`src/rtl/o_buffer_reader.sv`:
```
// Streams num_cols x num_rows words from the output-buffer RAMs to an AXI-Stream sink; first beat 2 cycles after start.
// Reads are issued only when the 2-entry FIFO can absorb them, so m_tready backpressure stalls reads without loss.
module o_buffer_reader #(
    parameter int RAM_SIZE   = 256,
    parameter int ADDR_WIDTH = $clog2(RAM_SIZE),
    parameter int ARRAY_M    = 8,
    parameter int DATA_WIDTH = 32
) (
    input  logic                          clk,
    input  logic                          reset,
    input  logic                          start,
    input  logic [ADDR_WIDTH-1:0]         base_addr,
    input  logic [ADDR_WIDTH:0]           num_rows,
    input  logic [$clog2(ARRAY_M):0]      num_cols,
    output logic [$clog2(ARRAY_M)-1:0]    ram_idx,
    output logic [ADDR_WIDTH-1:0]         read_addr,
    input  logic signed [DATA_WIDTH-1:0]  data_read,
    output logic [DATA_WIDTH-1:0]         m_tdata,
    output logic                          m_tvalid,
    input  logic                          m_tready,
    output logic                          m_tlast,
    output logic                          busy,
    output logic                          done
);
    localparam int IDX_W = $clog2(ARRAY_M);
    localparam int COL_W = IDX_W + 1;

    localparam logic [1:0] S_IDLE  = 2'd0;
    localparam logic [1:0] S_READ  = 2'd1;
    localparam logic [1:0] S_FLUSH = 2'd2;
    localparam logic [1:0] S_DONE  = 2'd3;

    logic [1:0]            state;
    logic [ADDR_WIDTH-1:0] base_q;
    logic [ADDR_WIDTH:0]   rows_q;
    logic [ADDR_WIDTH:0]   row_cnt;
    logic [COL_W-1:0]      cols_q;
    logic                  inflight;
    logic                  inflight_last;

    logic [DATA_WIDTH-1:0] fifo_dat [2];
    logic                  fifo_last [2];
    logic                  wr_ptr;
    logic                  rd_ptr;
    logic [1:0]            count;

    logic       push;
    logic       pop;
    logic [1:0] free_slots;
    logic       issue;
    logic       last_row;
    logic       last_col;
    logic       last_issue;

    assign m_tvalid = (count != 2'd0);
    assign m_tdata  = fifo_dat[rd_ptr];
    assign m_tlast  = m_tvalid && fifo_last[rd_ptr];
    assign busy     = (state == S_READ) || (state == S_FLUSH);
    assign done     = (state == S_DONE);

    assign pop  = m_tvalid && m_tready;
    assign push = inflight;

    // A slot freed by this cycle's pop counts, which lets back-to-back reads sustain one beat per cycle.
    assign free_slots = 2'd2 - count + {1'b0, pop};
    assign issue      = (state == S_READ) && (free_slots > {1'b0, inflight});

    assign last_row   = ((row_cnt + (ADDR_WIDTH+1)'(1)) == rows_q);
    assign last_col   = (({1'b0, ram_idx} + COL_W'(1)) == cols_q);
    assign last_issue = last_row && last_col;

    always_ff @(posedge clk or negedge reset) begin
        if (!reset) begin
            state         <= S_IDLE;
            base_q        <= '0;
            rows_q        <= '0;
            cols_q        <= '0;
            row_cnt       <= '0;
            ram_idx       <= '0;
            read_addr     <= '0;
            inflight      <= 1'b0;
            inflight_last <= 1'b0;
        end else begin
            inflight      <= issue;
            inflight_last <= issue && last_issue;
            case (state)
                S_IDLE: begin
                    if (start) begin
                        base_q <= base_addr;
                        rows_q <= num_rows;
                        cols_q <= num_cols;
                        if (num_rows == '0 || num_cols == '0) begin
                            state <= S_DONE;
                        end else begin
                            state     <= S_READ;
                            ram_idx   <= '0;
                            read_addr <= base_addr;
                            row_cnt   <= '0;
                        end
                    end
                end
                S_READ: begin
                    if (issue) begin
                        // The address presented this cycle is being read; advance to the next one.
                        if (last_issue) begin
                            state <= S_FLUSH;
                        end else if (last_row) begin
                            row_cnt   <= '0;
                            read_addr <= base_q;
                            ram_idx   <= ram_idx + IDX_W'(1);
                        end else begin
                            row_cnt   <= row_cnt + (ADDR_WIDTH+1)'(1);
                            read_addr <= read_addr + ADDR_WIDTH'(1);
                        end
                    end
                end
                S_FLUSH: begin
                    if (!inflight && (count == 2'd0 || (count == 2'd1 && pop)))
                        state <= S_DONE;
                end
                default: state <= S_IDLE;
            endcase
        end
    end

    always_ff @(posedge clk or negedge reset) begin
        if (!reset) begin
            fifo_dat[0]  <= '0;
            fifo_dat[1]  <= '0;
            fifo_last[0] <= 1'b0;
            fifo_last[1] <= 1'b0;
            wr_ptr       <= 1'b0;
            rd_ptr       <= 1'b0;
            count        <= 2'd0;
        end else begin
            if (push) begin
                fifo_dat[wr_ptr]  <= data_read;
                fifo_last[wr_ptr] <= inflight_last;
                wr_ptr            <= ~wr_ptr;
            end
            if (pop)
                rd_ptr <= ~rd_ptr;
            count <= count + {1'b0, push} - {1'b0, pop};
        end
    end
endmodule

```
`config.mk`:
```
export PLATFORM = sky130hd
export DESIGN_NAME = o_buffer_reader
export DESIGN_NICKNAME = d
export VERILOG_FILES = /design/src/rtl/o_buffer_reader.sv
export SDC_FILE = /design/constraint.sdc
export NUM_CORES = 1
export LEC_CHECK = 0
export BUFFER_PORTS_ARGS = -buffer_cell sky130_fd_sc_hd__buf_2
export CAP_MARGIN = 25
export CORE_AREA = 3 3 142 144
export DETAILED_ROUTE_END_ITERATION = 6
export DIE_AREA = 0 0 145 147
export SLEW_MARGIN = 20
export SYNTH_ARGS = -nofsm -noshare
export SYNTH_HDL_FRONTEND = slang
export SYNTH_SLANG_ARGS = --single-unit
export TNS_END_PERCENT = 50
```
`constraint.sdc`:
```
create_clock -name clk -period 8.8 [get_ports clk]
set_clock_uncertainty 0.05 [all_clocks]
set_input_delay 1.32 -clock clk [delete_from_list [all_inputs] [get_ports clk]]
set_output_delay 1.32 -clock clk [all_outputs]
set_load 0.03 [all_outputs]
```
==> flow_summary_export.csv <==
group,metric,value,unit
outcome,run_status,"finished, final reports clean",
critical_path,crit_path_start_kind,"primary input",
final_layout,final_nets,632,
detailed_routing,wl,13200,um
synthesis,synth_compound_area_share,7.02,%
final_layout,multi_input_area,2640,um^2
critical_path,crit_chain,"buf_2 -> nand2_1 -> inv_1 -> ha_1 -> inv_1 -> ha_1 -> inv_1 -> o22ai_1 -> a21oi_1 -> a221o_1 -> a31o_2 -> a211oi_1 -> a21o_1",
sta,grt_setup_unrepaired,"no",
critical_path,crit_path_end_kind,"register",
synthesis,synth.distinct_cells,47,
global_route,grt_usage,12.7,%
detailed_routing,drt.antenna.violating_nets,0,
cts,cts_hold_buf,0,
critical_path,crit_path_frequent_cell,"inv_1",
sta,hold_violations,0,
critical_path,crit_type,"primary input to register",
critical_path,crit_required,9.05,ns
synthesis,yosysTopAreaCellShare,50.8,%
floorplan,dieArea,21300,um^2
critical_path,reg2reg_slack,5.45,ns
global_route,gr-total-overflow,0,
global_route,grt_max_degree,60,
synthesis,synthFlopType,"dfrtp_1",
cts,cts_tree,"built",
cts,clkLatencyLatePin,0.41,ns
floorplan,core_area,18800,um^2
synthesis,seq_area_frac_synth,50.8,%
synthesis,synthArstFlopShare,100,%
synthesis,synth_simple_gate_area_share,7.99,%
detailed_routing,drt_iter0_drc,210,
floorplan,start_util,30.1,%
placed_design,dpl-instance-area,6430,um^2
sta,max_freq,269,MHz
synthesis,synth_edf_count,0,
detailed_routing,post_drt_wl_per_cell,15.7,um
sta,min_period,3.72,ns
synthesis,synthTopCellsByCount,"120 x mux2_2, 115 x dfrtp_1, 20 x nor2_1, 16 x nand2_1, 15 x a21oi_1",
cts,post-cts-setup-buffers,0,
floorplan,ios,104,
cts,clockBufferDepth,2,
pwr,p_leak,3.13,nW
synthesis,synth_top_family_by_area,"multiplexers",
synthesis,ys_warn_count,0,
detailed_routing,num_vias,3962,
placed_design,gp_congestion,0.817,
pwr,irDropWorstVdd,0.182,mV
critical_path,crit_fanout,23,
floorplan,row_count,50,
sta,period_share,42.2,%
final_layout,design_area,7130,um^2
synthesis,syn_inst,462,
sta,timing.setup.tns,0,ns
final_layout,seqCellArea,2880,um^2
detailed_routing,viasPerCell,4.73,
synthesis,yosysTopAreaCell,"dfrtp_1",
pwr,pwr_density_cell,434,nW/um^2
cts,cts-root-buf,"clkbuf_16",
critical_path,cpPeakStageDelay,0.60,ns
final_layout,area_growth,25.7,%
synthesis,synthMuxAreaShare,25.8,%
flow_run,cap_violations,0,
detailed_routing,dr.pass1.iters,4,
detailed_routing,drc,0,
synthesis,synthAdderAreaFrac,2.43,%
floorplan,die_h,147,um
synthesis,synth-xor-area-share,3.22,%
cts,cts_sinks,115,
global_route,antenna_found_initial,0,
critical_path,arrival,3.97,ns
final_layout,diodes,0,
global_route,grt_pass1_wl,21900,um
critical_path,crit_slowest_cell,"a221o_1",
synthesis,ys_ff_latch,115,
synthesis,avgSynthCellArea,12.3,um^2
sta,setup_violations,0,
sta,drv_slew,0,
cts,clkTransAtPathRegs,0.06,ns
cts,htreeDepth,4,
placed_design,port_buffers,103,
global_route,grt_pass1_vias,4226,
synthesis,mappedNetlistArea,5670,um^2
cts,cts_resized,0,
final_layout,fill_cells,1818,
final_layout,layout-drive-gt1-share,45.9,%
floorplan,dieWidth,145,um
sta,tightest_slew,1.00,ns
sta,relSlewSlack,33.3,%
synthesis,synth_area_leaders,"dfrtp_1 51%, mux2_2 24%, ha_1 2.4%",
hold_path,hp-class,"register to register",
synthesis,synth.most_common_cell,"mux2_2",
placed_design,dp_hpwl,8920,um
sta,hold_slack,0.449,ns
cts,cts_buffers,17,
synthesis,syn-num-nets,530,
routing by layer:
| metal | track usage (%) | up-vias | wire length, um |
|---|---|---|---|
| li1 | - | 1858 | - |
| met1 | 15.8 | 1983 | 5950 |
| met2 | 21.4 | 107 | 6480 |
| met3 | 4.01 | 14 | 556 |
| met4 | 3.33 | 0 | 182 |
| met5 | 0 | - | 0 |
logic make-up (layout without fill, tap and decap cells):
| group | Yosys count | after routing |
|---|---|---|
| flops | 115 | 115 |
| xor+xnor | 20 | 20 |
| compound gates | 58 | 58 |
| buf+inv | 38 | 153 |
| fa+ha+maj | 11 | 11 |
| mux | 131 | 131 |
| simple gates | 89 | 89 |
worst max-delay path, delay by kind of cell:
kind            cells  cell delay, ns
compound gates      6            1.69
fa+ha+maj           2            0.57
buf+inv             4            0.27
simple gates        1            0.11
stage by stage:
| stage | worst slack [ns] | power, mW | utilization (%) | std cells |
|---|---|---|---|---|
| after floorplan | 5.20 | 2.00 | - | 462 |
| after global placement | 4.77 | 2.28 | 34.2 | 803 |
| after detailed placement | 4.68 | 2.35 | 34.2 | 803 |
| after CTS | 5.12 | 3.12 | 37.6 | 835 |
| after global routing | 4.89 | 3.29 | 37.8 | 837 |
| final | 5.08 | 3.10 | 37.8 | 837 |
final timing paths:
| path | to | start | cells past startpoint |
|---|---|---|---|
| min reg2reg | fifo_dat[13]$_DFFE_PN0P_ | fifo_dat[13]$_DFFE_PN0P_ | 1 |
| max in group asynchronous | read_addr[5]$_DFFE_PN0P_ | reset | 2 |
| min | fifo_dat[13]$_DFFE_PN0P_ | fifo_dat[13]$_DFFE_PN0P_ | 1 |
| max | read_addr[1]$_DFFE_PN0P_ | m_tready | 13 |
| min in group asynchronous | fifo_dat[36]$_DFFE_PN0P_ | reset | 1 |
| max reg2reg | read_addr[1]$_DFFE_PN0P_ | count[1]$_DFF_PN0_ | 14 |
cell type report:
| type | instances | share of cell area, % |
|---|---|---|
| Clock buffer | 19 | 6.22 |
| Clock inverter | 13 | 2.90 |
| Inverter | 13 | 0.685 |
| Multi-Input combinational cell | 309 | 37.1 |
| Sequential cell | 115 | 40.4 |
| Tap cell | 260 | 4.57 |
| Timing Repair Buffer | 108 | 8.18 |
placed cells by master (no fill, tap or decap), drive strengths merged, types with 8 or more instances in the layout:
| cell type | synthesis | routed |
|---|---|---|
| a21oi | 15 | 15 |
| buf | 14 | 108 |
| clkbuf | 11 | 19 |
| dfrtp | 115 | 115 |
| ha | 11 | 11 |
| inv | 13 | 14 |
| mux2 | 121 | 121 |
| mux2i | 10 | 10 |
| nand2 | 16 | 16 |
| nand3 | 11 | 11 |
| nor2 | 20 | 20 |
| nor3 | 10 | 10 |
| o21ai | 14 | 14 |
| xnor2 | 12 | 12 |
| xor2 | 8 | 8 |
sequential cells by signal (all words and copies together) (netlist names), 2 cells and up:
name and count:
read_addr 8, rows_q 9, fifo_dat 64, count 2, row_cnt 9, ram_idx 3
fifo_last 2, state 2, base_q 8, cols_q 4
where the power goes:
part	total, mW	leakage [nW]	internal (mW)	switching [mW]
Sequential	0.970	1.38	0.789	0.181
Combinational	1.37	1.45	0.598	0.768
Clock	0.759	0.302	0.509	0.250
Total	3.10	3.13	1.90	1.20
Power figures use the tool's default switching activity.
